`src/rtl/vend_pkg.sv`:
```
// Shared definitions for the vending sequencer: calculator op codes, register map,
// coin encodings/values, FSM states and the greedy change-coin picker.
package vend_pkg;

    typedef enum logic [2:0] {
        OP_CLR  = 3'd0,
        OP_ADDI = 3'd1,
        OP_SUBI = 3'd2,
        OP_SUB  = 3'd3
    } op_e;

    localparam logic [3:0] REG_ZERO   = 4'd0;
    localparam logic [3:0] REG_CREDIT = 4'd4;
    localparam logic [3:0] REG_SINK   = 4'd15;

    localparam logic [1:0] COIN_NICKEL  = 2'b00;
    localparam logic [1:0] COIN_DIME    = 2'b01;
    localparam logic [1:0] COIN_QUARTER = 2'b10;
    localparam logic [1:0] COIN_INVALID = 2'b11;

    localparam logic [3:0] VAL_NICKEL  = 4'd1;
    localparam logic [3:0] VAL_DIME    = 4'd2;
    localparam logic [3:0] VAL_QUARTER = 4'd5;

    typedef enum logic [3:0] {
        ST_INIT0   = 4'd0,
        ST_INIT1   = 4'd1,
        ST_IDLE    = 4'd2,
        ST_COIN    = 4'd3,
        ST_SEL_CHK = 4'd4,
        ST_DEBIT   = 4'd5,
        ST_VEND    = 4'd6,
        ST_DENY    = 4'd7,
        ST_CHANGE  = 4'd8
    } state_e;

    typedef struct packed {
        logic       vld;
        logic [1:0] coin;
        logic [3:0] amt;
    } change_t;

    function automatic logic [3:0] coin_value(input logic [1:0] t);
        logic [3:0] v;
        case (t)
            COIN_NICKEL:  v = VAL_NICKEL;
            COIN_DIME:    v = VAL_DIME;
            COIN_QUARTER: v = VAL_QUARTER;
            default:      v = 4'd0;
        endcase
        return v;
    endfunction

    // Largest coin not exceeding the remaining credit; vld=0 once credit is exhausted.
    function automatic change_t change_pick(input logic [9:0] credit);
        change_t c;
        c.vld  = 1'b1;
        c.coin = COIN_NICKEL;
        c.amt  = VAL_NICKEL;
        if (credit >= 10'(VAL_QUARTER)) begin
            c.coin = COIN_QUARTER;
            c.amt  = VAL_QUARTER;
        end else if (credit >= 10'(VAL_DIME)) begin
            c.coin = COIN_DIME;
            c.amt  = VAL_DIME;
        end else if (credit == 10'd0) begin
            c.vld  = 1'b0;
            c.amt  = 4'd0;
        end
        return c;
    endfunction

endpackage

```
`src/rtl/vend_sequencer.sv`:
```
// Sequences the credit calculator: coin/select/refund events become one-cycle micro-ops.
// Latency: coin 2, vend 4, deny 3, refund N+2 cycles to IDLE; events arriving while busy are dropped.
module vend_sequencer
    import vend_pkg::*;
#(
    parameter int MAX_CREDIT = 200
) (
    input  logic       clk,
    input  logic       rst_n,
    input  logic       coin_valid,
    input  logic [1:0] coin_type,
    input  logic       select_valid,
    input  logic [3:0] price,
    input  logic       refund_req,
    input  logic [9:0] paid,
    output logic [2:0] op,
    output logic [3:0] rw,
    output logic [3:0] ra,
    output logic [3:0] rb,
    output logic [3:0] imm4,
    output logic       busy,
    output logic       vend,
    output logic       deny,
    output logic       coin_reject,
    output logic       change_valid,
    output logic [1:0] change_type
);

    state_e      state_q, state_d;
    logic [3:0]  price_q, price_d;
    logic [3:0]  value_q, value_d;
    logic        reject_q, reject_d;
    logic [10:0] coin_sum;
    logic        coin_bad;
    change_t     chg;

    assign coin_sum = {1'b0, paid} + {7'd0, coin_value(coin_type)};
    assign coin_bad = (coin_type == COIN_INVALID) || (coin_sum > 11'(MAX_CREDIT));
    assign chg      = change_pick(paid);

    always_comb begin
        state_d  = state_q;
        price_d  = price_q;
        value_d  = value_q;
        reject_d = 1'b0;
        unique case (state_q)
            ST_INIT0: state_d = ST_INIT1;
            ST_INIT1: state_d = ST_IDLE;
            ST_IDLE: begin
                if (refund_req) begin
                    state_d = ST_CHANGE;
                end else if (select_valid) begin
                    price_d = price;
                    state_d = ST_SEL_CHK;
                end else if (coin_valid) begin
                    if (coin_bad) begin
                        reject_d = 1'b1;
                    end else begin
                        value_d = coin_value(coin_type);
                        state_d = ST_COIN;
                    end
                end
            end
            ST_COIN:    state_d = ST_IDLE;
            // Credit is settled here: the last write landed at least one edge ago.
            ST_SEL_CHK: state_d = ({6'd0, price_q} <= paid) ? ST_DEBIT : ST_DENY;
            ST_DEBIT:   state_d = ST_VEND;
            ST_VEND:    state_d = ST_IDLE;
            ST_DENY:    state_d = ST_IDLE;
            ST_CHANGE:  if (!chg.vld) state_d = ST_IDLE;
            default:    state_d = ST_INIT0;
        endcase
    end

    always_ff @(posedge clk or negedge rst_n) begin
        if (!rst_n) begin
            state_q  <= ST_INIT0;
            price_q  <= 4'd0;
            value_q  <= 4'd0;
            reject_q <= 1'b0;
        end else begin
            state_q  <= state_d;
            price_q  <= price_d;
            value_q  <= value_d;
            reject_q <= reject_d;
        end
    end

    always_comb begin
        op           = OP_CLR;
        rw           = REG_SINK;
        ra           = REG_ZERO;
        rb           = REG_ZERO;
        imm4         = 4'd0;
        vend         = 1'b0;
        deny         = 1'b0;
        change_valid = 1'b0;
        change_type  = COIN_NICKEL;
        busy         = (state_q != ST_IDLE);
        coin_reject  = reject_q;
        case (state_q)
            ST_INIT0: rw = REG_ZERO;
            ST_INIT1: rw = REG_CREDIT;
            ST_COIN: begin
                op   = OP_ADDI;
                ra   = REG_CREDIT;
                rw   = REG_CREDIT;
                imm4 = value_q;
            end
            ST_DEBIT: begin
                op   = OP_SUBI;
                ra   = REG_CREDIT;
                rw   = REG_CREDIT;
                imm4 = price_q;
            end
            ST_VEND: vend = 1'b1;
            ST_DENY: deny = 1'b1;
            ST_CHANGE: begin
                if (chg.vld) begin
                    op           = OP_SUBI;
                    ra           = REG_CREDIT;
                    rw           = REG_CREDIT;
                    imm4         = chg.amt;
                    change_valid = 1'b1;
                    change_type  = chg.coin;
                end
            end
            default: ;
        endcase
    end

endmodule

```
`config.mk`:
```
export PLATFORM = sky130hd
export DESIGN_NAME = vend_sequencer
export DESIGN_NICKNAME = d
export VERILOG_FILES = /design/src/rtl/vend_pkg.sv /design/src/rtl/vend_sequencer.sv
export SDC_FILE = /design/constraint.sdc
export NUM_CORES = 1
export LEC_CHECK = 0
export ABC_AREA = 1
export BUFFER_PORTS_ARGS = -buffer_cell sky130_fd_sc_hd__clkbuf_2
export CORE_ASPECT_RATIO = 1.5
export CORE_MARGIN = 4
export CORE_UTILIZATION = 49
export DETAILED_ROUTE_END_ITERATION = 8
export PLACE_DENSITY_LB_ADDON = 0.1
export SETUP_SLACK_MARGIN = 0.15
export SYNTH_ARGS = -nofsm -noshare
export SYNTH_HDL_FRONTEND = slang
export SYNTH_SLANG_ARGS = --single-unit
```
`constraint.sdc`:
```
create_clock -name clk -period 1.74 [get_ports clk]
set_clock_uncertainty 0.15 [all_clocks]
set_input_delay 0.261 -clock clk [delete_from_list [all_inputs] [get_ports clk]]
set_output_delay 0.261 -clock clk [all_outputs]
set_load 0.02 [all_outputs]
```
==> results of run 1 <==
[kinds of logic after synthesis]
group                      after synthesis  share of synthesized area
and+or+nand+nor                        109                      0.396
buffers and inverters                   43                      0.158
AOI/OAI and AO/OA                       17                     0.0996
DFF                                     12                      0.239
adders and majority gates                8                     0.0857
muxes                                    2                     0.0179
other                                    1                    0.00299
[stage by stage]
step	hold slack (ns)	worst slack, ns
2_1_floorplan	-0.185	-0.146
3_3_place_gp	0.00500	-0.480
3_5_place_dp	0.0136	-0.538
4_1_cts	0.0583	-0.180
[timing repair]
| item | 4_1_cts |
|---|---|
| pin swaps | 17 |
| hold buffers | 1 |
| setup endpoints to repair | 27 |
| hold endpoints to repair | 12 |
| setup buffers | 18 |
| gates resized for setup | 77 |
[routing by layer]
metal	GRT overflow	track usage
met1	1	0.524
met2	1	0.776
met3	0	0.275
met4	3	0.560
met5	0	0.0833
==> summary.md, run 1 <==
| Metric | Value |
|---|---|
| Stop err | [ERROR GRT-0232] Routing congestion too high. Check the congestion heatmap in the GUI. |
| WEP type | output port |
| CTS Buf Count | 3 |
| Overflow after GRT | 5 |
| Syn_area_per_cell | 6.54 µm² |
| Commonest cells in the netlist | 47 x nand2_1, 33 x inv_1, 25 x nor2_1 |
| Post-GRT worst EP | rw[3] |
| Largest net degree at the start of global routing | 13 |
| I/O pin count | 47 |
| IO buf count | 38 |
| Most frequent cell after synthesis | nand2_1 |
| Dpl cells | 274 |
| Chip height | 70.0 µm |
| Yosys reg bits | 12 |
| Row count | 22 |
| Gp weighted congestion | approximately 0.84 |
| Root Buffer | clkbuf_4 |
| Async S/R FF share, synth | 1.00 |
| Primary FF master, synth | dfrtp_1 |
| Outcome | stopped before the end |
| Seq/Total Area, Yosys | 0.239 |
| Dominant cell type by area after synthesis | dfrtp_1 |
| H-tree levels | 1 |
| Syn Std Cell Area | 0.00126 mm² |
| Clock tree buffer depth | 2 |
| Post-DP HPWL | 2.95 mm |
| Halt Stage | 5_1_grt |
| All-layer global routing usage | 0.540 |
| CTS Sinks | 12 |
| Post-DP Area | 0.00169 mm² |
| Number of synthesized flops with an enable pin | 0 |
| Synth cell types | 28 |
| Die W | between 40 and 50 µm |
| Post-Syn Instances | approximately 190 |
| Synth top area share | 0.239 |
| Leading post-synthesis cells by cell area | dfrtp_1 24%, nand2_1 14%, inv_1 9.9%, nand3_1 8.4%, nor2_1 7.5% |
| Initial Util | 0.513 |
| Synth Warn # | 0 |
==> run 2, diff against run 1 <==
--- a/config.mk
+++ b/config.mk
@@ -7,12 +7,10 @@
 export LEC_CHECK = 0
 export ABC_AREA = 1
 export BUFFER_PORTS_ARGS = -buffer_cell sky130_fd_sc_hd__clkbuf_2
-export CORE_ASPECT_RATIO = 1.5
-export CORE_MARGIN = 4
-export CORE_UTILIZATION = 49
+export CORE_AREA = 4 4 65 67
 export DETAILED_ROUTE_END_ITERATION = 8
-export PLACE_DENSITY_LB_ADDON = 0.1
-export SETUP_SLACK_MARGIN = 0.15
+export DIE_AREA = 0 0 69 71
+export PLACE_DENSITY_LB_ADDON = 0.15
 export SYNTH_ARGS = -nofsm -noshare
 export SYNTH_HDL_FRONTEND = slang
 export SYNTH_SLANG_ARGS = --single-unit
==> run 2 against run 1 <==
Net effect:
- the flow now finishes, with violations (negative setup slack)
- synthesized cell count unchanged
- area after synthesis unchanged
==> summary.md, run 2 <==
| Metric | Value |
|---|---|
| Layout Nets | approximately 310 |
| Violated checks | negative setup slack |
| First-pass DRT Iterations | 4 |
| Overflow after GRT | 0 |
| Synth Warn # | 0 (unchanged) |
| VDD IR-drop max | 0.000383 V |
| Gp weighted congestion | 0.839 (-0.58%) |
| Post-Syn Instances | 192 (unchanged) |
| IO buf count | 38 (unchanged) |
| Root Buffer | clkbuf_8 |
| Yosys reg bits | 12 (unchanged) |
| Remaining DRCs | 0 |
| Outcome | complete, but fails checks |
| H-tree levels | 1 (unchanged) |
| Post-DP HPWL | 3.04 mm (+2.9%) |
| Initial Util | 0.346 (-0.167) |
| I/O pin count | 47 (unchanged) |
| Clock tree buffer depth | 2 (unchanged) |
| CP Class | in2reg |
| Synth top area share | 0.239 (unchanged) |
| Startpoint class of the critical path | primary input |
| Vias in the first global route | 1406 |
| Synth cell types | 28 (unchanged) |
| CP arrival | 1.88 ns |
| Crit share post-route | 1.10 |
| Vias per inst | 4.53 |
| Pre-CTS setup slack | -0.477 ns (+0.0613 ns) |
| Cell Pwr Density | 1290 mW/mm² |
| CP max FO | 6 |
| CTS Sinks | 12 (unchanged) |
| Crit path time final | about 1.9 ns |
| DRT Wirelength | approximately 4.0 mm |
| Leak | roughly 1.2 nW |
| CORE AREA | 0.00363 mm² |
| Commonest cells in the netlist | 47 x nand2_1, 33 x inv_1, 25 x nor2_1 |
| Share of cells above drive strength 1 | 0.534 |
| Antenna violations before repair | 0 |
| WL/cell | 12.4 µm |
| Setup ws final | -0.166 ns |
| Seq/Total Area, Yosys | 0.239 (unchanged) |
| Async S/R FF share, synth | 1.00 (unchanged) |
| Leading post-synthesis cells by cell area | dfrtp_1 24%, nand2_1 14%, inv_1 9.9%, nand3_1 8.4%, nor2_1 7.5% |
| Initial DRC Count | 52 |
| Die W | 69 µm (+40%) |
| Via count | 1472 |
| Syn_area_per_cell | 6.54 µm² (unchanged) |
| Top flop regs | price_q (4), state_q (4), value_q (3) |
| Most frequent cell after synthesis | nand2_1 |
| Setup violators final | 17 |
| Primary FF master, synth | dfrtp_1 |
| All-layer global routing usage | 0.149 |
| Largest net degree at the start of global routing | 13 |
| RSZ-0062 raised after global routing | true |
| Hold Crit Class | in2reg |
| Max Slew Vio Count | 0 |
| Syn Std Cell Area | 0.00126 mm² (unchanged) |
| Die ar. | a little under 0.005 mm² |
| CTS tree | yes |
| Worst-path clk slew | 0.05 ns |
| Worst setup EP type | register |
| CTS Buf Count | 3 (unchanged) |
| Most frequent cells in the layout | 37 x nand2_1, 37 x buf_4, 22 x inv_1 |
| Hold Fails Final Rpt | 0 |
| Final ANT Viol Nets | 0 |
| WHS | between 0.1 and 0.15 ns |
| Ant. Diodes | 0 |
| WP data required | 1.72 ns |
| FMAX | about 0.52 GHz |
| Chip height | 71 µm (+1.4%) |
| Dominant cell type by area after synthesis | dfrtp_1 |
| P&R area growth vs syn | 82.4% |
| Clk_lat worst skew | 0.24 ns |
| First-pass GRT wire length | ~6.1 mm |
| Max-cap violation count | 0 |
| Number of synthesized flops with an enable pin | 0 (unchanged) |
| Row count | 22 (unchanged) |
-- run 2: stage by stage --
step | TNS, ns | instance area [µm²] | power, mW | instances | utilization
after floorplan | -0.666 | 1330 | 1.33 | 199 | -
after global placement | -2.82 | 1780 | 1.78 | 311 | 0.490
after detailed placement | -2.89 | 1780 | 1.78 | 311 | 0.490
after CTS | -1.48 | 2140 | 2.62 | 321 | 0.590
after global routing | -3.45 | 2290 | 3.14 | 325 | 0.631
final | -1.96 | 2290 | 2.96 | 325 | 0.631
-- run 2: power by group --
part	internal (mW)	leakage (nW)	switching, mW	total (mW)
logic	1.03	1.04	1.10	2.13
clock network	0.200	0.0288	0.100	0.300
registers	0.389	0.149	0.138	0.527
total	1.62	1.22	1.34	2.96
-- run 2: cells by family after synthesis --
group,share of synthesized area
and+or+nand+nor,0.396
buffers and inverters,0.158
AOI/OAI and AO/OA,0.0996
DFF,0.239
adders and majority gates,0.0857
muxes,0.0179
other,0.00299
-- run 2: path summary, 6_finish.rpt --
| kind | cells past startpoint | start | slack, ns | end |
|---|---|---|---|---|
| worst max-delay path | 15 | coin_type[0] | -0.17 | value_q[1] |
| worst min-delay path | 2 | price[2] | 0.11 | price_q[2] |
| worst max register to register | 8 | state_q[1] | 0.01 | price_q[1] |
| worst min register to register | 2 | value_q[2] | 0.34 | value_q[2] |
| max in group asynchronous | 2 | rst_n | 0.91 | state_q[3] |
| min in group asynchronous | 2 | rst_n | 0.28 | state_q[2] |
-- run 2: per-layer routing --
metal	global-route usage	share of wire
met1	0.172	0.40
met2	0.287	0.54
met3	0.0270	0.045
met4	0.0260	0.016
met5	0	0
-- run 2: repair_timing --
item                                   in CTS  in global routing
resized for setup                          70                 42
hold buffers                                1                  0
gates cloned                                0                  0
endpoints found under the hold margin      12                  0
setup endpoints to repair                  19                 26
buffers inserted                            5                  4
pin swaps                                  13                 14
-- run 2: critical path, stage by stage --
cell and delay [ns]:
clkbuf_16 0.14, inv_16 0.06, ha_4 0.13, inv_2 0.04, fa_2 0.37, inv_2 0.07, nand2_2 0.05, nand2_2 0.08
nand2_2 0.08, nor2_2 0.09, nand3_2 0.08, a21oi_4 0.21, nand3_2 0.11, nand2_1 0.09, nand2_1 0.05
-- run 2: cell type report --
type / instances / area [µm²]
Fill cell: 335 / 1340
Multi-Input combinational cell: 144 / 1000
Inverter: 33 / 150
Clock buffer: 4 / 55.1
Tap cell: 48 / 60.1
Timing Repair Buffer: 84 / 718
Sequential cell: 12 / 303
Power figures use the tool's default switching activity.
